## config.mk

```make
export PLATFORM = sky130hd
export DESIGN_NAME = frame_dispatch_q
export DESIGN_NICKNAME = d
export VERILOG_FILES = /design/src/rtl/frame_dispatch_q.sv
export SDC_FILE = /design/constraint.sdc
export NUM_CORES = 1
export LEC_CHECK = 0
export CORE_ASPECT_RATIO = 0.6
export CORE_MARGIN = 2
export CORE_UTILIZATION = 40
export CTS_BUF_LIST = sky130_fd_sc_hd__clkbuf_2
export DETAILED_ROUTE_END_ITERATION = 7
export GPL_TIMING_DRIVEN = 0
export SYNTH_ARGS = -nofsm -noshare
export SYNTH_HDL_FRONTEND = slang
export SYNTH_SLANG_ARGS = --single-unit
```

## constraint.sdc

```tcl
create_clock -name clk -period 7.6 [get_ports clk]
set_input_delay 1.52 -clock clk [delete_from_list [all_inputs] [get_ports clk]]
set_output_delay 1.52 -clock clk [all_outputs]
set_load 0.01 [all_outputs]
```

## src/rtl/frame_dispatch_q.sv

```systemverilog
// Frame dispatch queue: slices incoming switch frames, queues them in order,
// and presents them one at a time to the selected switch instance.
module frame_dispatch_q #(
  parameter int NUM_SW_INST = 5,
  parameter int W_WIDTH     = 8,
  parameter int ADDR_WIDTH  = 5,
  parameter int ID_WIDTH    = 8,
  parameter int FRAME_WIDTH = 32,
  parameter int FIFO_DEPTH  = 4
) (
  input  logic                               clk,
  input  logic                               rst_n,
  input  logic [NUM_SW_INST-1:0]             load_in,
  input  logic [FRAME_WIDTH-1:0]             frame_in,
  output logic                               in_ready,
  output logic [NUM_SW_INST-1:0]             sel_en,
  output logic [7:0]                         addr,
  output logic [W_WIDTH-1:0]                 wr_data,
  output logic                               wr_rd_s,
  output logic [ID_WIDTH-1:0]                op_id,
  input  logic [NUM_SW_INST-1:0]             out_ready,
  output logic [$clog2(FIFO_DEPTH+1)-1:0]    fifo_level,
  output logic                               drop_err,
  output logic                               onehot_err
);

  localparam int LVL_W    = $clog2(FIFO_DEPTH + 1);
  localparam int PTR_W    = $clog2(FIFO_DEPTH);
  localparam int WD_LSB   = ID_WIDTH;
  localparam int WR_BIT   = ID_WIDTH + W_WIDTH;
  localparam int ADDR_LSB = WR_BIT + 1;
  localparam int USED_W   = ADDR_LSB + ADDR_WIDTH;

  // Field slicing of the offered frame
  logic [ADDR_WIDTH-1:0] addr_p0;
  logic [W_WIDTH-1:0]    wd_p0;
  logic                  wr_p0;
  logic [ID_WIDTH-1:0]   id_p0;

  assign id_p0   = frame_in[ID_WIDTH-1:0];
  assign wd_p0   = frame_in[WD_LSB +: W_WIDTH];
  assign wr_p0   = frame_in[WR_BIT];
  assign addr_p0 = frame_in[ADDR_LSB +: ADDR_WIDTH];

  generate
    if (FRAME_WIDTH > USED_W) begin : g_spare
      logic unused_frame_bits;
      assign unused_frame_bits = ^frame_in[FRAME_WIDTH-1:USED_W];
    end
  endgenerate

  logic [NUM_SW_INST-1:0] mem_sel  [FIFO_DEPTH];
  logic [ADDR_WIDTH-1:0]  mem_addr [FIFO_DEPTH];
  logic [W_WIDTH-1:0]     mem_wd   [FIFO_DEPTH];
  logic                   mem_wr   [FIFO_DEPTH];
  logic [ID_WIDTH-1:0]    mem_id   [FIFO_DEPTH];

  logic [PTR_W-1:0] wr_ptr;
  logic [PTR_W-1:0] rd_ptr;

  logic offer, one_hot, multi_hot, accept, drop;
  logic stage_vld, xfer, refill, fifo_empty, pop, bypass, push;

  // Multi-hot is judged before fullness so a malformed offer never reports as a drop.
  assign offer      = |load_in;
  assign one_hot    = offer && ((load_in & (load_in - NUM_SW_INST'(1))) == '0);
  assign multi_hot  = offer && !one_hot;
  assign in_ready   = (fifo_level != LVL_W'(FIFO_DEPTH));
  assign accept     = one_hot && in_ready;
  assign drop       = one_hot && !in_ready;

  assign stage_vld  = |sel_en;
  assign xfer       = |(sel_en & out_ready);
  assign refill     = !stage_vld || xfer;
  assign fifo_empty = (fifo_level == '0);
  assign pop        = refill && !fifo_empty;
  assign bypass     = refill && fifo_empty && accept;
  assign push       = accept && !bypass;

  // Queue storage: data only, no reset needed
  always_ff @(posedge clk) begin
    if (push) begin
      mem_sel[wr_ptr]  <= load_in;
      mem_addr[wr_ptr] <= addr_p0;
      mem_wd[wr_ptr]   <= wd_p0;
      mem_wr[wr_ptr]   <= wr_p0;
      mem_id[wr_ptr]   <= id_p0;
    end
  end

  // Pointers, occupancy, output stage and error pulses
  always_ff @(posedge clk or negedge rst_n) begin
    if (!rst_n) begin
      wr_ptr     <= '0;
      rd_ptr     <= '0;
      fifo_level <= '0;
      sel_en     <= '0;
      addr       <= '0;
      wr_data    <= '0;
      wr_rd_s    <= 1'b0;
      op_id      <= '0;
      drop_err   <= 1'b0;
      onehot_err <= 1'b0;
    end else begin
      drop_err   <= drop;
      onehot_err <= multi_hot;

      if (push) wr_ptr <= wr_ptr + PTR_W'(1);
      if (pop)  rd_ptr <= rd_ptr + PTR_W'(1);

      case ({push, pop})
        2'b10:   fifo_level <= fifo_level + LVL_W'(1);
        2'b01:   fifo_level <= fifo_level - LVL_W'(1);
        default: fifo_level <= fifo_level;
      endcase

      // Fields are left untouched when the stage empties out.
      if (refill) begin
        if (pop) begin
          sel_en  <= mem_sel[rd_ptr];
          addr    <= 8'(mem_addr[rd_ptr]);
          wr_data <= mem_wd[rd_ptr];
          wr_rd_s <= mem_wr[rd_ptr];
          op_id   <= mem_id[rd_ptr];
        end else if (bypass) begin
          sel_en  <= load_in;
          addr    <= 8'(addr_p0);
          wr_data <= wd_p0;
          wr_rd_s <= wr_p0;
          op_id   <= id_p0;
        end else begin
          sel_en  <= '0;
        end
      end
    end
  end

endmodule

```

==> results.cfg <==
[synth]
synth_top_family_by_area = multiplexers
synth_fa_ha_area_frac = 0.0158
synth_cell_type_count = 44
synthFlopType = edfxtp_1
synth_area_um2 = 5850
synthArstFlopShare = 0.250
yosysSeqAreaShare = 0.708
ys_ff_latch = 144
yosys_warnings = 0
synth_edf_count = 108
muxShareOfSynthArea = 0.108
synth_compound_area_frac = 0.0998
synthCells = 313
yosys.area_share.simple = 0.0286
avgSynthCellArea_um2 = 18.7
synth-xor-area-share = 0.0105

[drt]
viasPerCell = 5.14
drt_iter0_drc = 319
post-route-drc-count = 0
wl_per_cell_um = 19.3
drt-total-wl_mm = 11.8
via_count = 3149
drt_first_pass_iters = 4
ant_nets = 0

[min_path]
worstHoldPathType = reg2reg
min_path_cells = 1
hp-start = op_id[6]
min_to = op_id[6]

[floorplan]
io_pins = 80
die_area_um2 = 15600
rows = 34
start_util = 0.407
die_w_um = 160
core-area_um2 = 14400
die_y_um = 97.7

[global_routing]
grt_start_max_net_pins = 37
grt_pass1_vias = 3277
overflow = 0
antenna_found_initial = 1
track_usage = 0.160
grt_pass1_wl_mm = 18.5

[placement]
dp_hpwl_mm = 7.61
place_worst_setup_slack_ns = 3.15
gp_congestion = 0.723
numPortBuffers = 66

[clocking]
htreeDepth = 4
clkTransAtPathRegs_ns = 0.22
cts_tree = built
clock_latency_ns = 0.66
clk_path_buf_depth = 2
clock_sinks = 144
hold_buffers = 0
postCtsSetupBuffers = 0
cts_root_buffer = clkbuf_2
cts_buffers = 17
post_cts_resized = 0

[finish]
fillers = 1260
multi_input_area_um2 = 1580
register_area_um2 = 4140
layout_common_cells = edfxtp_1 (108), clkdlybuf4s50_1 (65), o22a_1 (44)
final_nets = 451
final_common_cell = edfxtp_1
drive_above_1_share = 0.213
syn_to_final_growth_pct = 20.9

[critical_path]
cp-start-kind = primary input
required_ns = 8.21
r2r_cells = 9
crit_top_cell = xor2_1
critPathKind = in2reg
worstPathArrival_ns = 4.40
cpPeakStageDelay_ns = 0.64
crit-reg2reg-launch = fifo_level[0]
timing.rr.end = fifo_level[2]
rrSetupSlack_ns = 4.85
critPathSlowestCell = clkdlybuf4s50_1
crit_path_end_kind = register
cp_max_fo = 10
path_cells = clkdlybuf4s50_1, xor2_1, o211a_1, or2_2, o211ai_4, ha_1, inv_1, fa_1, xor2_1, nor2_1, xor2_1

[timing]
rsz0062_at_grt = no
timing.final.ws_setup_ns = 3.82
finalCriticalPeriod_ns = 3.78
totalNegativeSetupSlack_ns = 0
maxSlewViolCount = 0
report.final.hold_viol_count = 0
skew_ns = 0.0392
fmax_mhz = 264
finalSetupViolCount = 0
period_share = 0.498
relSlewSlack = 0.351
whs_ns = 0.529
tightest_slew_ns = 0.972

[power]
vdd_ir_drop_max_mv = 0.167
powerDensity_nw_per_um2 = 370
p_leak_uw = 0.00243

[run]
maxCapViolCount = 0

[status]
status = completed
## registers in the layout, indices dropped and copies added, names as in the netlist
signal,flops
sel_en,5
mem_addr,20
rd_ptr,2
wr_data,8
onehot_err,1
mem_wr,4
wr_ptr,2
drop_err,1
mem_wd,32
mem_sel,20
mem_id,32
fifo_level,3
op_id,8
addr,5
wr_rd_s,1
## area by class of cell
cell class,count,share of cell area
Clock buffer,18,0.0127
Antenna cell,1,0.000354
Tap cell,198,0.0350
Timing Repair Buffer,67,0.0955
Buffer,20,0.0182
Inverter,10,0.00530
Sequential cell,144,0.585
Clock inverter,14,0.0242
Multi-Input combinational cell,141,0.223
## per-stage QoR
stage               power (µW)  std cells  instance area, µm²   util
CTS                       2660        612                7080  0.492
global placement          2150        579                6770  0.471
finish                    2620        613                7080  0.492
detailed placement        2180        580                6810  0.474
floorplan                 1780        315                5860      -
global route              2780        612                7080  0.492
## worst max-delay path, delay by kind of cell
kind	cells	cell delay (ns)
fa+ha+maj	2	0.65
buf+inv	2	0.70
simple gates	2	0.44
xor+xnor	3	0.57
compound gates	2	0.51
## kinds of logic (layout without fill, tap and decap cells)
group / Yosys count / after routing
DFF: 144 / 144
AOI/OAI and AO/OA: 65 / 65
and+or+nand+nor: 30 / 30
buffers and inverters: 30 / 129
muxes: 29 / 29
adders and majority gates: 7 / 7
xor gates and xnor gates: 7 / 7
other: 1 / 4
## power by group
part	internal [µW]	switching (µW)
Sequential	1000	80.1
Combinational	556	507
Clock	211	267
## synth_stat cells, types with 2 or more instances
| cell | instances | share of area |
|---|---|---|
| xor2_1 | 4 | 0.0060 |
| buf_2 | 7 | 0.0060 |
| o21ai_0 | 6 | 0.0051 |
| clkbuf_1 | 5 | 0.0032 |
| nor2_1 | 9 | 0.0058 |
| xnor2_1 | 3 | 0.0045 |
| a2bb2oi_1 | 2 | 0.0030 |
| a21oi_4 | 2 | 0.0056 |
| buf_4 | 4 | 0.0051 |
| dfrtp_1 | 36 | 0.15 |
| o22a_1 | 44 | 0.066 |
| nand2_1 | 8 | 0.0051 |
| a21oi_1 | 3 | 0.0026 |
| buf_6 | 4 | 0.0077 |
| inv_1 | 10 | 0.0064 |
| ha_1 | 5 | 0.011 |
| mux4_2 | 27 | 0.10 |
| edfxtp_1 | 108 | 0.55 |
## per-layer routing
metal	global-route usage	up-vias	share of wire
li1	-	1434	-
met1	0.231	1592	0.47
met2	0.235	119	0.44
met3	0.0516	4	0.090
met4	0.0437	0	0.0040
met5	0	-	0
## how the worst max path moves through the flow
stage                          end  cells past startpoint       start
detailed placement   fifo_level[2]                     11  load_in[2]
finish               fifo_level[2]                     11  load_in[2]
CTS                   mem_id[2][0]                      6  load_in[3]
global route         fifo_level[2]                     11  load_in[2]
global placement    mem_addr[3][2]                      6  load_in[3]
floorplan           mem_addr[0][0]                      5  load_in[1]
Power figures use the tool's default switching activity.
==> variant 1: new RTL, same settings <==
The parameter `ADDR_WIDTH` goes from 5 to 4.
--- a/src/rtl/frame_dispatch_q.sv
+++ b/src/rtl/frame_dispatch_q.sv
@@ -3,7 +3,7 @@
 module frame_dispatch_q #(
   parameter int NUM_SW_INST = 5,
   parameter int W_WIDTH     = 8,
-  parameter int ADDR_WIDTH  = 5,
+  parameter int ADDR_WIDTH  = 4,
   parameter int ID_WIDTH    = 8,
   parameter int FRAME_WIDTH = 32,
   parameter int FIFO_DEPTH  = 4
Formal check against the unedited RTL: not equivalent (a bounded check fails within 4 cycles, from zero or initial values and one cycle with rst_n low).
==> variant 1 against the unedited design <==
Critical endpoint unchanged; sequential power decreased by 4%; area after synthesis down 3.7%; die area decreased by 3.6%; clock skew grew 0.0020 ns; sequential share of layout area grew 0.44 points; largest power group unchanged; clock power shrank 17%; setup slack gained 0.0090 ns; count of clock-buffer cells in the layout rose by 2; register-to-register slack is essentially flat; design area shrank 4.2%; sequential cell count fell by 5; wire length decreased by 1.6%; total power is 5.9% lower; core utilization grew 0.23 points.
==> variant 1: results (changes against the unedited design) <==
- Outcome: complete, no violations (unchanged)
- Post-synthesis mux area share: 0.1090 (was 0.1082)
- Top cells by count, synth: edfxtp_1 (104), o22a_1 (42), dfrtp_1 (35) (was edfxtp_1 (108), o22a_1 (44), dfrtp_1 (36))
- Met2 Resource Use GR: 0.2369 (was 0.2348)
- Largest cells by area after synthesis: edfxtp_1 (55%), dfrtp_1 (16%), mux4_2 (10%), o22a_1 (6.5%), ha_1 (1.1%) (was edfxtp_1 (55%), dfrtp_1 (15%), mux4_2 (10%), o22a_1 (6.6%), ha_1 (1.1%))
- Worst hold slack: 0.5326 ns (was 0.5289 ns)
- Vias per cell: 5.191 (was 5.137)
- Met1 Track Usage GR: 0.2553 (was 0.2309)
- CP arrival: 4.38 ns (was 4.40 ns)
- Routed wl met2: 5.056 mm (was 5.196 mm)
- Fill cells: 1170 (was 1260)
- Xor and xnor area share after synthesis: 0.01088 (was 0.01047)
- Post-Syn Instances: 306 (was 313)
- Post-Layout Cell Count: 598 (was 613)
- LEAKAGE: 2.341 nW (was 2.431 nW)
- Fin nets: 443 (was 451)
- Worst Hold End: wr_data[0] (was op_id[6])
- Skew final: 0.04113 ns (was 0.03917 ns)
- DR pass1 iterations: 5 (was 4)
- Post-synthesis sequential area ratio: 0.7096 (was 0.7080)
- Met3 global-route usage: 0.04908 (was 0.05164)
- Routed wire length: 11.64 mm (was 11.83 mm)
- Max VDD drop: 0.0001623 V (was 0.0001673 V)
- Biggest registers after layout: mem_id x32, mem_wd x32, mem_sel x20 (was mem_id x32, mem_wd x32)
- I/O Buffers: 64 (was 66)
- Vias in the first global route: 3130 (was 3277)
- DRT iter0 DRCs: 234 (was 319)
- Post-Synth Adder-Cell Area: 0.01643 (was 0.01582)
- Cell variety after synth: 43 (was 44)
- GR Util All Layers: 0.1669 (was 0.1597)
- R2R Setup Slk: 4.84 ns (was 4.85 ns)
variant 1: area by class of cell:
class	instances	share of cell area
Inverter	10	0.005537
Timing Repair Buffer	65	0.09671
Buffer	21	0.01975
Clock inverter	12	0.01569
Multi-Input combinational cell	139	0.2222
Tap cell	192	0.03544
Clock buffer	20	0.01477
Sequential cell	139	0.5899
variant 1: worst max-delay path by stage:
stage,depth (start not counted),to
after floorplan,5,mem_addr[0][0]
after CTS,11,fifo_level[2]
after global routing,11,fifo_level[2]
after global placement,6,mem_sel[3][0]
after detailed placement,11,fifo_level[2]
final,11,fifo_level[2]
variant 1: power breakdown:
group,switching [mW],total (mW),internal [mW],leakage [nW]
registers,0.0768,1.04,0.965,1.34
clock network,0.251,0.398,0.147,0.135
logic,0.494,1.03,0.531,0.863
variant 1: stage by stage:
stage               setup WS, ns    util
global placement           1.963  0.4762
CTS                        3.866  0.4945
floorplan                  3.675       -
global route               3.757  0.4945
finish                     3.826  0.4945
detailed placement         3.159  0.4795
==> variant 2: new RTL, same settings <==
Made on the original files. Remove the register `drop_err`: a continuous assignment takes its place, so the output `drop_err` follows one clock earlier.
--- a/src/rtl/frame_dispatch_q.sv
+++ b/src/rtl/frame_dispatch_q.sv
@@ -99,10 +99,8 @@
       wr_data    <= '0;
       wr_rd_s    <= 1'b0;
       op_id      <= '0;
-      drop_err   <= 1'b0;
       onehot_err <= 1'b0;
     end else begin
-      drop_err   <= drop;
       onehot_err <= multi_hot;
 
       if (push) wr_ptr <= wr_ptr + PTR_W'(1);
@@ -135,5 +133,7 @@
     end
   end
 
+  assign drop_err = drop;
+
 endmodule
 
Behaviour: not the same (Yosys sat finds a counterexample within 10 cycles, from zero or initial values and one cycle with rst_n low).
==> variant 2 against the unedited design <==
Wire length increased by 1.6%; setup slack got worse by 1.4 ns; clock power up 7.1%; design area is 0.53% higher; via count increased by 2.3%; total power increased by 1.6%; highest routed layer unchanged; sequential cell count down 1; area after synthesis shrank 0.43%; critical path depth decreased by 5; global-route usage increased by 0.42 points.
==> variant 2: results (changes against the unedited design) <==
- Skew final: 0.04671 ns (was 0.03917 ns)
- Largest net degree at the start of global routing: 36 (was 37)
- Vias per cell: 5.254 (was 5.137)
- Worst Path Max Fanout: 10 (unchanged)
- Top cells by count, synth: edfxtp_1 (108), o22a_1 (44), dfrtp_1 (35) (was edfxtp_1 (108), o22a_1 (44), dfrtp_1 (36))
- Async set-reset flop share out of synthesis: 0.2448 (was 0.2500)
- R2R Setup Slk: 4.78 ns (was 4.85 ns)
- Worst Hold End: op_id[0] (was op_id[6])
- Worst hold slack: 0.5309 ns (was 0.5289 ns)
- Primary FF master, synth: edfxtp_1 (unchanged)
- GR Util All Layers: 0.1640 (was 0.1597)
- Fraction of layout cells with a size suffix above 1: 0.2120 (was 0.2126)
- First-pass GRT wire length: 19.11 mm (was 18.50 mm)
- Number of antenna cells inserted: 0 (was 1)
- DR pass1 iterations: 5 (was 4)
- CP peak stage delay: 0.60 ns (was 0.64 ns)
- Hold Startpoint: op_id[0] (was op_id[6])
- Dpl ws: 2.417 ns (was 3.148 ns)
- Routed wire length: 12.02 mm (was 11.83 mm)
- Fin nets: 452 (was 451)
- Outcome: complete, no violations (unchanged)
- Cell variety after synth: 44 (unchanged)
- Post-cts resize count: 0 (unchanged)
- R2r worst-path depth: 9 (unchanged)
- DRT iter0 DRCs: 313 (was 319)
- Post-DP HPWL: 7.675 mm (was 7.609 mm)
- Vias in the first global route: 3390 (was 3277)
- Initial antenna violation count: 0 (was 1)
- Clk Latency, worst-skew pair: 0.68 ns (was 0.66 ns)
- Critical Path Source: load_in[3] (was load_in[2])
- LEAKAGE: 2.434 nW (was 2.431 nW)
- Reg clk slew, reported paths: 0.18 ns (was 0.22 ns)
- Post-synthesis sequential area ratio: 0.7067 (was 0.7080)
- Fill cells: 1232 (was 1260)
- Largest cells by area after synthesis: edfxtp_1 (56%), dfrtp_1 (15%), mux4_2 (10%), o22a_1 (6.6%), ha_1 (1.1%) (was edfxtp_1 (55%), dfrtp_1 (15%), mux4_2 (10%), o22a_1 (6.6%), ha_1 (1.1%))
- Max VDD drop: 0.0001714 V (was 0.0001673 V)
- GPL Wtd Cong: 0.7342 (was 0.7225)
variant 2: cell types whose count changed after synthesis, sizes merged:
cell	change
dfrtp	-1
variant 2: where the power goes:
group / internal [mW] / leakage (nW) / switching, mW / total (mW)
Combinational: 0.562 / 0.899 / 0.515 / 1.08
Clock: 0.245 / 0.160 / 0.267 / 0.512
Sequential: 0.993 / 1.38 / 0.0817 / 1.07
variant 2: how the worst max path moves through the flow:
stage	to	slack (ns)	cells after the start
after global routing	drop_err	2.26	6
after global placement	mem_addr[2][2]	1.87	6
after CTS	drop_err	2.41	6
after floorplan	mem_addr[0][0]	3.61	5
after detailed placement	drop_err	2.42	6
final	drop_err	2.42	6
variant 2: per-layer routing:
metal | vias up | track usage | share of wire
met5 | - | 0 | 0
met1 | 1653 | 0.2405 | 0.48
met2 | 124 | 0.2404 | 0.43
met4 | 0 | 0.04089 | 0.0092
li1 | 1431 | - | -
met3 | 13 | 0.04951 | 0.080
variant 2: logic make-up (layout without fill, tap and decap cells):
logic type	Yosys count	in the layout	share of synthesized area
compound gates	65	65	0.1003
xor+xnor	7	7	0.01052
fa+ha+maj	7	7	0.01589
buf+inv	30	131	0.02855
flops	143	143	0.7067
mux	29	29	0.1086
other cells	1	3	0.0006434
simple gates	30	30	0.02877
variant 2: final cells by class:
type	instances	area share
Sequential cell	143	0.5789
Clock inverter	14	0.02761
Multi-Input combinational cell	141	0.2221
Clock buffer	18	0.01266
Tap cell	198	0.03482
Inverter	10	0.005275
Buffer	20	0.01811
Timing Repair Buffer	69	0.1006
variant 2: worst max-delay path, delay by kind of cell:
family	cells	cell delay (ns)
and+or+nand+nor	3	0.78
AOI/OAI and AO/OA	1	0.20
buffers and inverters	2	1.15
variant 2: per-stage QoR:
step                instance area, sq um  std cells    util
finish                              7116        613  0.4949
global route                        7116        613  0.4949
CTS                                 7116        613  0.4949
detailed placement                  6829        581  0.4749
global placement                    6744        578  0.4690
floorplan                           5836        314       -
